`src/rtl/uart_sched.sv`:
```
// UART register-port scheduler: loads the baud divisor, round-robins NREQ TX
// requesters onto the transmitter and drains RX into a valid/ready byte (RX path under UART_SCHED_RX_EN).
module uart_sched #(
  parameter int unsigned NREQ = 2,
  parameter logic [11:0] DIV  = 12'd43
) (
  input  logic              clk,
  input  logic              reset,
  input  logic [NREQ-1:0]   req_valid,
  input  logic [8*NREQ-1:0] req_data,
  output logic [NREQ-1:0]   req_ready,
  output logic [7:0]        rx_data,
  output logic              rx_valid,
  input  logic              rx_ready,
  output logic              busy,
  input  logic              uart_int,
  output logic [3:0]        io_addr,
  output logic [7:0]        io_wdata,
  output logic              io_write,
  output logic              io_read,
  input  logic [7:0]        io_rdata
);

  localparam int unsigned PW = (NREQ > 1) ? $clog2(NREQ) : 1;

  typedef enum logic [2:0] {
    S_DIVLO,
    S_DIVHI,
    S_IDLE,
    S_TXWR,
    S_STAT,
    S_CLRX,
    S_RXRD,
    S_CLRR
  } state_t;

  state_t          r_state;
  state_t          w_next;
  logic [PW-1:0]   r_ptr;
  logic [PW-1:0]   r_gnt;
  logic [PW-1:0]   w_gnt_idx;
  logic            w_found;
  logic            r_tx_busy;
  logic            w_rx_valid;
  logic [7:0]      w_req_byte;
  logic            w_req_take;
  logic [NREQ-1:0] w_sel;

  // First valid requester at or after the round-robin pointer.
  always_comb begin
    w_found   = 1'b0;
    w_gnt_idx = '0;
    for (int unsigned k = 0; k < NREQ; k++) begin
      for (int unsigned j = 0; j < NREQ; j++) begin
        if (!w_found && req_valid[j] && (j == (32'(r_ptr) + k) % NREQ)) begin
          w_found   = 1'b1;
          w_gnt_idx = PW'(j);
        end
      end
    end
  end

  // Latched grant: its byte, its still-valid flag and its one-hot ready.
  always_comb begin
    w_req_byte = '0;
    w_req_take = 1'b0;
    w_sel      = '0;
    for (int unsigned k = 0; k < NREQ; k++) begin
      if (PW'(k) == r_gnt) begin
        w_req_byte = req_data[8*k +: 8];
        w_req_take = req_valid[k];
        w_sel[k]   = 1'b1;
      end
    end
  end

  always_ff @(posedge clk) begin
    if (reset) r_state <= S_DIVLO;
    else       r_state <= w_next;
  end

  always_comb begin
    w_next    = r_state;
    io_write  = 1'b0;
    io_read   = 1'b0;
    io_addr   = '0;
    io_wdata  = '0;
    req_ready = '0;
    case (r_state)
      S_DIVLO: begin
        io_write = 1'b1;
        io_addr  = 4'd4;
        io_wdata = DIV[7:0];
        w_next   = S_DIVHI;
      end
      S_DIVHI: begin
        io_write = 1'b1;
        io_addr  = 4'd5;
        io_wdata = {4'b0000, DIV[11:8]};
        w_next   = S_IDLE;
      end
      S_IDLE: begin
        if (uart_int && (r_tx_busy || !w_rx_valid)) w_next = S_STAT;
        else if (!r_tx_busy && w_found)            w_next = S_TXWR;
      end
      S_TXWR: begin
        w_next = S_IDLE;
        // A requester that dropped valid after being granted simply forfeits the slot.
        if (w_req_take) begin
          io_write  = 1'b1;
          io_addr   = 4'd1;
          io_wdata  = w_req_byte;
          req_ready = w_sel;
        end
      end
      S_STAT: begin
        io_read = 1'b1;
        io_addr = 4'd2;
        if (io_rdata[0]) w_next = S_CLRX;
`ifdef UART_SCHED_RX_EN
        else if (io_rdata[1] && !w_rx_valid) w_next = S_RXRD;
`else
        else if (io_rdata[1]) w_next = S_CLRR;
`endif
        else w_next = S_IDLE;
      end
      S_CLRX: begin
        io_write = 1'b1;
        io_addr  = 4'd2;
        io_wdata = 8'h01;
        w_next   = S_IDLE;
      end
      S_RXRD: begin
        io_read = 1'b1;
        io_addr = 4'd0;
        w_next  = S_IDLE;
      end
      S_CLRR: begin
        io_write = 1'b1;
        io_addr  = 4'd2;
        io_wdata = 8'h02;
        w_next   = S_IDLE;
      end
      default: w_next = S_DIVLO;
    endcase
    if (reset) begin
      io_write  = 1'b0;
      io_read   = 1'b0;
      io_addr   = '0;
      io_wdata  = '0;
      req_ready = '0;
    end
  end

  always_ff @(posedge clk) begin
    if (reset) begin
      r_ptr     <= '0;
      r_gnt     <= '0;
      r_tx_busy <= 1'b0;
    end else begin
      if (r_state == S_IDLE && w_next == S_TXWR) r_gnt <= w_gnt_idx;
      if (r_state == S_TXWR && w_req_take) begin
        r_ptr     <= (r_gnt == PW'(NREQ - 1)) ? '0 : r_gnt + 1'b1;
        r_tx_busy <= 1'b1;
      end
      if (r_state == S_CLRX) r_tx_busy <= 1'b0;
    end
  end

  assign busy = r_tx_busy && !reset;

`ifdef UART_SCHED_RX_EN
  logic       r_rx_valid;
  logic [7:0] r_rx_data;

  always_ff @(posedge clk) begin
    if (reset) begin
      r_rx_valid <= 1'b0;
      r_rx_data  <= '0;
    end else if (r_state == S_RXRD) begin
      r_rx_valid <= 1'b1;
      r_rx_data  <= io_rdata;
    end else if (r_rx_valid && rx_ready) begin
      r_rx_valid <= 1'b0;
    end
  end

  assign w_rx_valid = r_rx_valid;
  assign rx_valid   = r_rx_valid;
  assign rx_data    = r_rx_data;
`else
  logic w_unused_rx;

  assign w_unused_rx = ^{rx_ready, io_rdata[7:2]};
  assign w_rx_valid  = 1'b0;
  assign rx_valid    = 1'b0;
  assign rx_data     = '0;
`endif

endmodule

```
`config.mk`:
```
export PLATFORM = sky130hd
export DESIGN_NAME = uart_sched
export DESIGN_NICKNAME = d
export VERILOG_FILES = /design/src/rtl/uart_sched.sv
export SDC_FILE = /design/constraint.sdc
export NUM_CORES = 1
export LEC_CHECK = 0
export BUFFER_PORTS_ARGS = -buffer_cell sky130_fd_sc_hd__buf_2
export CAP_MARGIN = 40
export CORE_MARGIN = 4
export CORE_UTILIZATION = 39
export DETAILED_ROUTE_END_ITERATION = 16
export GPL_TIMING_DRIVEN = 0
export PLACE_DENSITY = 0.83
export SYNTH_ARGS = -nofsm -noshare
export SYNTH_HDL_FRONTEND = slang
export SYNTH_SLANG_ARGS = --single-unit
```
`constraint.sdc`:
```
create_clock -name clk -period 4.35 [get_ports clk]
set_clock_uncertainty 0.2 [all_clocks]
set_input_delay 1.0875 -clock clk [delete_from_list [all_inputs] [get_ports clk]]
set_output_delay 1.0875 -clock clk [all_outputs]
set_load 0.005 [all_outputs]
```
After elaboration in Yosys (flattened, before gate mapping). Cells that the tools add are included. W data, S select, Z words.

Register bits: 6. Output and inout port bits: 26. Logic and storage cells: 69.

$add $sub $neg: 2. Eq/ne operators: 8. Muxes and demuxes: 31. Reductions and logical operators: 24.

Operator list (count): $logic_not A32 Y1 (2); $pmux W8 S4 (1); $mux W8 (3); $pmux W3 S4 (2); $mux W1 (16); $eq A3 B3 Y1 const B (4); $mux W3 (4); $logic_and A1 B1 Y1 (11); $eq A3 B2 Y1 const B (3); $mux W2 (3); $logic_not A1 Y1 (5); $reduce_or A5 Y1 (1); $mux W4 (1); $reduce_or A2 Y1 (2); $reduce_or A4 Y1 (1); $eq A3 B1 Y1 const B (1); $logic_not A3 Y1 (1); $reduce_or A3 Y1 (1); $add A1 B1 Y1 const B (2); $pmux W1 S2 (1).

Longest topological paths before layout. Gate-level depths: netlist (run 1).

Depth after elaboration: 21. Depth in mapped cells: 4.

Worst setup path after synthesis (run 1). Ideal clock, no wire load.

Path type: input to output. Start: input reset. End: output io_wdata[3]. Arrival time: 1.683 ns. Data required time: 3.062 ns. Setup slack: 1.380 ns. Stages on the path: 3. Path buffers: 0. Path through: and4bb_2 > nand2_1 > o21ai_0.

Longest elaborated chain between the ends: 1.

Ends and longest elaborated chain: start: declaration (line 8) `input logic reset,`; $mux W8 (line 146) `if (reset) begin`; end: declaration (line 18) `output logic [7:0] io_wdata,`.

No other way between the ends.

Final worst setup path (run 1). Same ends and word-level chain as after synthesis.

==> results of run 1 <==
==> cell type report <==
class	instances	area, um^2
Buffer	15	111.4
Clock buffer	3	22.52
Fill cell	148	621.8
Inverter	4	15.01
Multi-Input combinational cell	66	422.9
Sequential cell	6	120.1
Tap cell	16	20.02
Timing Repair Buffer	38	190.2
==> logic make-up (layout without fill, tap and decap cells) <==
group	after synthesis	in the layout	synth area share
AOI/OAI and AO/OA	17	17	0.1752
xor gates and xnor gates	1	1	0.01378
buffers and inverters	19	60	0.1988
DFF	6	6	0.1890
muxes	10	10	0.1634
other	1	10	0.005900
and+or+nand+nor	28	28	0.2539
==> power by group <==
group / switching (mW) / leakage (nW) / internal (mW)
Combinational: 0.0331 / 0.433 / 0.0365
Clock: 0.0186 / 0.0138 / 0.0311
Sequential: 0.00249 / 0.0490 / 0.0585
Total: 0.0542 / 0.495 / 0.126
==> synthesized netlist by cell type <==
master / n / area [um^2]
o21ai_0: 4 / 20.02
and4bb_2: 1 / 12.51
a211o_1: 1 / 8.760
buf_6: 2 / 22.52
conb_1: 1 / 3.750
mux2i_1: 7 / 70.07
a2bb2oi_1: 1 / 8.760
and2b_1: 1 / 7.510
a21oi_1: 5 / 25.02
a31oi_1: 1 / 6.260
or3_1: 2 / 12.51
nor4_1: 1 / 6.260
nor3b_2: 1 / 12.51
mux2_2: 3 / 33.78
nand2b_1: 1 / 6.260
clkbuf_1: 1 / 3.750
nand2_1: 3 / 11.26
or2_4: 1 / 8.760
o211ai_1: 2 / 15.01
dfxtp_1: 6 / 120.1
and3_1: 2 / 12.51
buf_4: 10 / 75.07
o211a_1: 1 / 10.01
xnor2_1: 1 / 8.760
o2bb2ai_1: 1 / 8.760
nor2b_1: 2 / 12.51
buf_2: 2 / 10.01
nor2_1: 7 / 26.28
nand3_1: 2 / 10.01
inv_1: 4 / 15.01
a31o_2: 1 / 8.760
nor3_1: 2 / 10.01
nand4_1: 2 / 12.51
==> metrics by stage <==
stage	instance area, um^2	power, mW
after floorplan	669.4	0.1059
after global placement	879.6	0.1284
after detailed placement	879.6	0.1307
after CTS	902.1	0.1812
after global routing	902.1	0.1938
final	902.1	0.1802
==> critical path, cell delays in order <==
cell	delay, ns
buf_2	0.12
and4bb_2	0.30
nand2_1	0.13
o21ai_0	0.19
buf_2	0.14
==> flip-flops by register name, summed over array words and instances (netlist names) <==
register and cells:
r_ptr 1, r_tx_busy 1, r_state 3, r_gnt 1
==> routing by layer <==
layer,wire (um),GRT usage,part of all wire,vias to the layer above
li1,-,-,-,374
met1,661,0.1563,0.38,337
met2,1000,0.2783,0.57,22
met3,88,0.04601,0.050,0
met4,0,0.03687,0,0
met5,0,0,0,-
==> final timing paths <==
check	start	to	slack, ns	cells after the start
max	reset	io_wdata[3]	1.10	5
min reg2reg	r_ptr$_SDFFE_PP0P_	r_ptr$_SDFFE_PP0P_	0.29	1
max reg2reg	r_state[1]$_SDFF_PP0_	r_ptr$_SDFFE_PP0P_	2.98	4
min	r_ptr$_SDFFE_PP0P_	r_ptr$_SDFFE_PP0P_	0.29	1
==> out/metrics.yaml, run 1 <==
run_status:
  outcome: "completed"
drt:
  viasPerCell: 4.953
  first_iter_violations: 13
  postRouteAntennaNets: 0
  finalWirelength_um: 1750
  wl_per_cell_um: 11.82
  drt_drc_violations_left: 0
  dr.pass1.iters: 4
  vias: 733
cells_and_area:
  layout_common_cells: "40 x buf_2, 10 x buf_4, 10 x conb_1, 7 x nor2_1, 7 x mux2i_1"
  finalNonFillerCells: 148
  nets: 164
  drive_gt1_frac: 0.4697
  layout_commonest_cell: "buf_2"
  post-route-util: 0.5920
  area_growth_pct: 41.93
  insertedDiodeCount: 0
setup_path:
  worst_setup_path_start_kind: "input pin"
  worstPathArrival_ns: 1.97
  crit_type: "input pin to output pin"
  path_max_fanout: 6
  crit_required_ns: 3.06
  critPathCaptureType: "output pin"
clock_network:
  cts_buffers: 3
  clk_pin_slew_ns: 0.04
  htreeDepth: 1
  root_buffer: "clkbuf_4"
  cts_resized: 0
  cts_setup_buffers: 0
  clock_latency_ns: 0.24
  cts_tree: "yes"
  cts.hold.buffers_added: 0
  clock_sinks: 6
  clockBufferDepth: 2
yosys:
  ys_seq_elements: 6
  netlist_area_um2: 635.6
  syn-instance-count: 82
  synth_cell_types: 33
  syn_area_per_cell_um2: 7.751
  yosysWarnings: 0
  yosysSeqAreaShare: 0.1890
placed_design:
  place_ws_ns: 1.096
  dpl.hpwl_um: 1474
  io_buffers: 38
  place.gp.congestion: 0.7201
  placed_cells: 145
global_route:
  antenna_found_initial: 0
  grtUsageTotal: 0.1485
  grt_pass1_vias: 672
  grt_pass1_wl_um: 2904
  grt_max_degree: 11
  grt.overflow.total: 0
job:
  maxCapViolCount: 0
sta:
  hold_viol: 0
  period_share: 0.7477
  max_freq_mhz: 307.4
  setup_violations: 0
  layout_setup_ws_ns: 1.097
  rsz0062_at_grt: "false"
  slew_viol_final: 0
  holdWs_ns: 0.2854
  setup_tns_ns: 0
  timing.final.crit_period_ns: 3.253
power_and_ir_drop:
  p_leak_nw: 0.4953
  vdd_drop_max_mv: 0.1251
  pwr_density_cell_nw_per_um2: 199.8
worst_hold_path:
  hold_path.class: "flip-flop to flip-flop"
floorplan:
  die_y_um: 48.37
  pin_count: 56
  rows: 14
  start_util: 0.4171
  die_area_um2: 2340
  die_x_um: 48.37
  coreArea_um2: 1524
No activity file was read; power rests on OpenSTA's default activity.
==> inputs of run 2 (changes only) <==
--- a/config.mk
+++ b/config.mk
@@ -8,10 +8,10 @@
 export BUFFER_PORTS_ARGS = -buffer_cell sky130_fd_sc_hd__buf_2
 export CAP_MARGIN = 40
 export CORE_MARGIN = 4
-export CORE_UTILIZATION = 39
+export CORE_UTILIZATION = 37
 export DETAILED_ROUTE_END_ITERATION = 16
 export GPL_TIMING_DRIVEN = 0
-export PLACE_DENSITY = 0.83
+export PLACE_DENSITY = 0.79
 export SYNTH_ARGS = -nofsm -noshare
 export SYNTH_HDL_FRONTEND = slang
 export SYNTH_SLANG_ARGS = --single-unit
==> constraint.sdc (replaced) <==
create_clock -name clk -period 3.12 [get_ports clk]
set_clock_uncertainty 0.2 [all_clocks]
set_input_delay 0.78 -clock clk [delete_from_list [all_inputs] [get_ports clk]]
set_output_delay 0.78 -clock clk [all_outputs]
set_load 0.005 [all_outputs]
==> out/metrics.yaml, run 2 (synthesis results as in run 1) <==
global_route:
  antenna_found_initial: 0  # unchanged
  grt_pass1_vias: 747  # was 672
  grt_pass1_wl_um: 3194  # was 2904 um
  grt.overflow.total: 0  # unchanged
  grt_max_degree: 11  # unchanged
  grtUsageTotal: 0.1653  # was 0.1485
clock_network:
  cts_setup_buffers: 0  # unchanged
  cts_buffers: 3  # unchanged
  root_buffer: "clkbuf_4"  # unchanged
  clock_sinks: 6  # unchanged
  clockBufferDepth: 2  # unchanged
  cts_tree: "yes"  # unchanged
  clk_pin_slew_ns: 0.05  # was 0.04 ns
  cts.hold.buffers_added: 0  # unchanged
  cts_resized: 0  # unchanged
  htreeDepth: 1  # unchanged
  clock_latency_ns: 0.25  # was 0.24 ns
cells_and_area:
  area_growth_pct: 41.93  # unchanged
  nets: 164  # unchanged
  top_register: "r_state"  # unchanged
  insertedDiodeCount: 0  # unchanged
  final_cell_area_um2: 902.1  # unchanged
  layout_common_cells: "40 x buf_2, 10 x buf_4, 10 x conb_1, 7 x nor2_1, 7 x mux2i_1"  # unchanged
  largest_reg_flops: 3  # unchanged
  drive_gt1_frac: 0.4697  # unchanged
  layout_commonest_cell: "buf_2"  # unchanged
  nFillCells: 147  # was 148
power_and_ir_drop:
  vdd_drop_max_mv: 0.1768  # was 0.1251 mV
  p_leak_nw: 0.4953  # unchanged
  pwr_density_cell_nw_per_um2: 286.0  # was 199.8 nW/um^2
floorplan:
  die_x_um: 49.45  # was 48.37 um
  coreArea_um2: 1559  # was 1524 um^2
  rows: 14  # unchanged
  start_util: 0.4077  # was 0.4171
  die_area_um2: 2445  # was 2340 um^2
  die_y_um: 49.45  # was 48.37 um
  pin_count: 56  # unchanged
sta:
  hold_viol: 0  # unchanged
  period_share: 0.8471
  slew_viol_final: 0  # unchanged
  max_freq_mhz: 378.4
  rsz0062_at_grt: "false"  # unchanged
  setup_violations: 0  # unchanged
  holdWs_ns: 0.2822  # was 0.2854 ns
  timing.final.crit_period_ns: 2.643
  setup_tns_ns: 0  # unchanged
setup_path:
  crit_type: "input pin to output pin"  # unchanged
  reg2reg_from: "r_state[1]$_SDFF_PP0_"  # unchanged
  crit_required_ns: 2.14  # was 3.06 ns
  path_max_fanout: 6  # unchanged
  reg2reg_depth: 4  # unchanged
  worst_setup_path_start_kind: "input pin"  # unchanged
  worstPathArrival_ns: 1.66  # was 1.97 ns
  r2r-end: "r_ptr$_SDFFE_PP0P_"  # unchanged
  reg2reg_slack_ns: 1.77  # was 2.98 ns
  critPathCaptureType: "output pin"  # unchanged
drt:
  viasPerCell: 5.081  # was 4.953
  vias: 752  # was 733
  dr.pass1.iters: 4  # unchanged
  drt_drc_violations_left: 0  # unchanged
  finalWirelength_um: 1867  # was 1750 um
  wl_per_cell_um: 12.61  # was 11.82 um
  first_iter_violations: 16  # was 13
  postRouteAntennaNets: 0  # unchanged
placed_design:
  io_buffers: 38  # unchanged
  place.gp.congestion: 0.7493  # was 0.7201
  dpl.hpwl_um: 1514  # was 1474 um
  placed_cell_area_um2: 879.6  # unchanged
worst_hold_path:
  hold_path_end: "r_ptr$_SDFFE_PP0P_"  # unchanged
  hold_depth: 1  # unchanged
  hold_path.class: "flip-flop to flip-flop"  # unchanged
  min_from: "r_ptr$_SDFFE_PP0P_"  # unchanged
run_status:
  outcome: "completed"  # unchanged
job:
  maxCapViolCount: 0  # unchanged
## run 2: cell counts in the layout (fill, tap and decap cells not counted)
No cell type changed its count.
## run 2: metal layers
layer  track usage  part of all wire  vias to the layer above
met5             0                 0                        -
met4       0.05069             0.011                        0
met3       0.05505             0.070                        4
met2        0.3036              0.53                       22
met1        0.1761              0.39                      356
li1              -                 -                      370
## run 2: worst max-delay path by stage
stage	start	endpoint	slack, ns
after global placement	reset	io_wdata[3]	0.51
final	reset	io_wdata[3]	0.48
after global routing	reset	io_wdata[3]	0.35
after floorplan	reset	io_wdata[3]	0.76
after CTS	reset	io_wdata[3]	0.47
after detailed placement	reset	io_wdata[3]	0.46
## run 2: power by group
part | leakage, nW | total, mW | switching [mW] | internal, mW
logic | 0.433 | 0.0974 | 0.0466 | 0.0509
registers | 0.0490 | 0.0848 | 0.00342 | 0.0814
clock network | 0.0138 | 0.0758 | 0.0320 | 0.0438
total | 0.495 | 0.258 | 0.0820 | 0.176
## run 2: worst max-delay path, cell delays in order
cell,delay [ns]
buf_2,0.11
and4bb_2,0.31
nand2_1,0.13
o21ai_0,0.19
buf_2,0.13
## run 2: through the flow
step | worst slack [ns] | utilization | std cells | total power [mW]
after global placement | 0.5093 | 0.5642 | 145 | 0.1793
after floorplan | 0.7648 | - | 91 | 0.1476
after CTS | 0.4651 | 0.5787 | 148 | 0.2559
final | 0.4772 | 0.5787 | 148 | 0.2580
after detailed placement | 0.4583 | 0.5642 | 145 | 0.1826
after global routing | 0.3508 | 0.5787 | 148 | 0.2753
## run 2: final cells by class
| class | count | area (um^2) | area share |
|---|---|---|---|
| Inverter | 4 | 15.01 | 0.01664 |
| Clock buffer | 3 | 22.52 | 0.02497 |
| Sequential cell | 6 | 120.1 | 0.1331 |
| Tap cell | 16 | 20.02 | 0.02219 |
| Timing Repair Buffer | 38 | 190.2 | 0.2108 |
| Multi-Input combinational cell | 66 | 422.9 | 0.4688 |
| Buffer | 15 | 111.4 | 0.1234 |
==> inputs of run 3 (changes only) <==
--- a/config.mk
+++ b/config.mk
@@ -5,13 +5,14 @@
 export SDC_FILE = /design/constraint.sdc
 export NUM_CORES = 1
 export LEC_CHECK = 0
+export ABC_AREA = 1
 export BUFFER_PORTS_ARGS = -buffer_cell sky130_fd_sc_hd__buf_2
 export CAP_MARGIN = 40
 export CORE_MARGIN = 4
-export CORE_UTILIZATION = 37
+export CORE_UTILIZATION = 33
 export DETAILED_ROUTE_END_ITERATION = 16
 export GPL_TIMING_DRIVEN = 0
-export PLACE_DENSITY = 0.79
+export PLACE_DENSITY = 0.74
 export SYNTH_ARGS = -nofsm -noshare
 export SYNTH_HDL_FRONTEND = slang
 export SYNTH_SLANG_ARGS = --single-unit
==> constraint.sdc (replaced) <==
create_clock -name clk -period 2.35 [get_ports clk]
set_clock_uncertainty 0.2 [all_clocks]
set_input_delay 0.5875 -clock clk [delete_from_list [all_inputs] [get_ports clk]]
set_output_delay 0.5875 -clock clk [all_outputs]
set_load 0.005 [all_outputs]
==> out/metrics.yaml, run 3 <==
run_status:
  outcome: "completed"  # unchanged
floorplan:
  die_x_um: 52.32  # was 49.45 um
  coreArea_um2: 1802  # was 1559 um^2
  start_util: 0.3597  # was 0.4077
  die_y_um: 52.32  # was 49.45 um
  die_area_um2: 2737  # was 2445 um^2
  pin_count: 56  # unchanged
  rows: 15  # was 14
cells_and_area:
  insertedDiodeCount: 0  # unchanged
  final_cell_area_um2: 925.9  # was 902.1 um^2
  area_growth_pct: 42.86  # was 41.93%
  nFillCells: 198  # was 147
  largest_reg_flops: 3  # unchanged
  nets: 192  # was 164
  drive_gt1_frac: 0.3813  # was 0.4697
  top_register: "r_state"  # unchanged
  post-route-util: 0.5139  # was 0.5787
  layout_common_cells: "38 x buf_2, 26 x nand2_1, 13 x a21oi_1, 12 x inv_1"  # was 40 x buf_2, 10 x buf_4, 10 x conb_1, 7 x nor2_1, 7 x mux2i_1
  layout_commonest_cell: "buf_2"  # unchanged
clock_network:
  cts_buffers: 3  # unchanged
  cts.hold.buffers_added: 0  # unchanged
  clk_pin_slew_ns: 0.04  # was 0.05 ns
  clock_sinks: 6  # unchanged
  cts_setup_buffers: 0  # unchanged
  clock_latency_ns: 0.24  # was 0.25 ns
  root_buffer: "clkbuf_4"  # unchanged
  clockBufferDepth: 2  # unchanged
  htreeDepth: 1  # unchanged
  cts_tree: "yes"  # unchanged
  cts_resized: 0  # unchanged
sta:
  layout_setup_ws_ns: 0.1408  # was 0.4772 ns
  timing.final.crit_period_ns: 2.209
  setup_violations: 0  # unchanged
  max_freq_mhz: 452.7
  rsz0062_at_grt: "false"  # unchanged
  period_share: 0.9401
  holdWs_ns: 0.2597  # was 0.2822 ns
  setup_tns_ns: 0  # unchanged
  hold_viol: 0  # unchanged
  slew_viol_final: 0  # unchanged
power_and_ir_drop:
  pwr_density_cell_nw_per_um2: 393.7  # was 286.0 nW/um^2
  vdd_drop_max_mv: 0.1991  # was 0.1768 mV
  p_leak_nw: 0.5375  # was 0.4953 nW
global_route:
  grt_max_degree: 11  # unchanged
  grtUsageTotal: 0.1257  # was 0.1653
  antenna_found_initial: 0  # unchanged
  grt_pass1_wl_um: 2622  # was 3194 um
  grt_pass1_vias: 715  # was 747
  grt.overflow.total: 0  # unchanged
yosys:
  synth_flop_cell: "dfxtp_1"  # unchanged
  yosysTopAreaCell: "dfxtp_1"  # unchanged
  yosysWarnings: 0  # unchanged
  netlist_area_um2: 648.1  # was 635.6 um^2
  synth_top_area_share: 0.1853  # was 0.1890
  synth_cell_types: 20  # was 33
  yosysSeqAreaShare: 0.1853  # was 0.1890
  syn-instance-count: 110  # was 82
  syn_area_per_cell_um2: 5.892  # was 7.751 um^2
  synthTopCellsByCount: "26 x nand2_1, 13 x a21oi_1, 12 x inv_1, 11 x buf_4, 11 x nor2_1"  # was 10 x buf_4, 7 x mux2i_1, 7 x nor2_1, 6 x dfxtp_1, 5 x a21oi_1
  synth_area_leaders: "dfxtp_1 19%, nand2_1 15%, buf_4 13%"  # was dfxtp_1 19%, buf_4 12%, mux2i_1 11%
  synth_edf_count: 0  # unchanged
  synth_most_common_cell: "nand2_1"  # was buf_4
  ys_seq_elements: 6  # unchanged
  async_reset_ff_frac: 0  # unchanged
drt:
  finalWirelength_um: 1686  # was 1867 um
  viasPerCell: 4.281  # was 5.081
  dr.pass1.iters: 4  # unchanged
  vias: 792  # was 752
  postRouteAntennaNets: 0  # unchanged
  wl_per_cell_um: 9.114  # was 12.61 um
  drt_drc_violations_left: 0  # unchanged
  first_iter_violations: 10  # was 16
placed_design:
  place_ws_ns: 0.1578  # was 0.4583 ns
  place.gp.congestion: 0.7962  # was 0.7493
  io_buffers: 38  # unchanged
  placed_cell_area_um2: 903.4  # was 879.6 um^2
  dpl.hpwl_um: 1479  # was 1514 um
setup_path:
  crit_required_ns: 1.56  # was 2.14 ns
  reg2reg_from: "r_state[0]$_SDFF_PP0_"  # was r_state[1]$_SDFF_PP0_
  critPathCaptureType: "output pin"  # unchanged
  worst_setup_path_start_kind: "input pin"  # unchanged
  reg2reg_slack_ns: 1.05  # was 1.77 ns
  worstPathArrival_ns: 1.42  # was 1.66 ns
  r2r-end: "r_ptr$_SDFFE_PP0P_"  # unchanged
  path_max_fanout: 4  # was 6
  crit_type: "input pin to output pin"  # unchanged
  reg2reg_depth: 6  # was 4
worst_hold_path:
  min_from: "r_ptr$_SDFFE_PP0P_"  # unchanged
  hold_path.class: "flip-flop to flip-flop"  # unchanged
  hold_depth: 2  # was 1
  hold_path_end: "r_ptr$_SDFFE_PP0P_"  # unchanged
job:
  maxCapViolCount: 0  # unchanged
==> run 3: changes by cell type after synthesis, moves of 3 or more <==
cell     previous run  this run
inv_1               4        12
nand2_1             3        26
mux2_2              3         0
a21oi_1             5        13
mux2i_1             7         2
nor2_1              7        11
nand3_1             2         8
==> run 3: cell families (layout without fill, tap and decap cells) <==
family / Yosys count / count (layout) / share of synthesized area
AO/OA/AOI/OAI: 19 / 19 / 0.1525
multiplexers: 2 / 2 / 0.03089
flip-flops: 6 / 6 / 0.1853
other: 1 / 10 / 0.005786
AND/OR/NAND/NOR: 55 / 55 / 0.3938
buffers and inverters: 27 / 68 / 0.2317
==> run 3: cell type report <==
type                            count  area (um^2)  share of cell area
Buffer                             13        97.59              0.1054
Clock buffer                        3        22.52             0.02432
Inverter                           14        52.55             0.05676
Multi-Input combinational cell     86        411.6              0.4446
Sequential cell                     6        120.1              0.1297
Tap cell                           25        31.28             0.03378
Timing Repair Buffer               38        190.2              0.2054
==> run 3: metrics by stage <==
| stage | power [mW] | cells |
|---|---|---|
| 4_1_cts | 0.3728 | 185 |
| 3_5_place_dp | 0.2781 | 182 |
| 6_report | 0.3645 | 185 |
| 2_1_floorplan | 0.2251 | 119 |
| 5_1_grt | 0.3991 | 185 |
| 3_3_place_gp | 0.2742 | 182 |
==> run 3: power breakdown <==
group	switching [mW]	internal [mW]
Clock	0.0313	0.0574
Combinational	0.0849	0.0731
Sequential	0.00728	0.110
==> run 3: worst max path at each step <==
stage / from / to / slack, ns / cells past startpoint
5_1_grt: r_state[1]$_SDFF_PP0_ / io_wdata[2] / 0.06 / 5
2_1_floorplan: req_valid[1] / io_wdata[2] / 0.48 / 4
3_5_place_dp: req_valid[1] / io_addr[0] / 0.16 / 6
4_1_cts: req_valid[1] / io_addr[0] / 0.16 / 6
3_3_place_gp: req_valid[1] / io_wdata[6] / 0.19 / 6
6_report: req_valid[1] / io_write / 0.14 / 6
==> run 3: metal layers <==
metal  global-route usage  up-vias  share of wire
met5                    0        -              0
met1               0.1237      323           0.41
met3              0.03704        0          0.084
li1                     -      439              -
met2               0.2459       30           0.50
met4              0.03830        0              0
==> run 3: critical path, stage by stage <==
cell	delay [ns]
buf_2	0.11
inv_1	0.05
a21oi_2	0.20
nand2_1	0.17
a21oi_1	0.17
buf_2	0.13
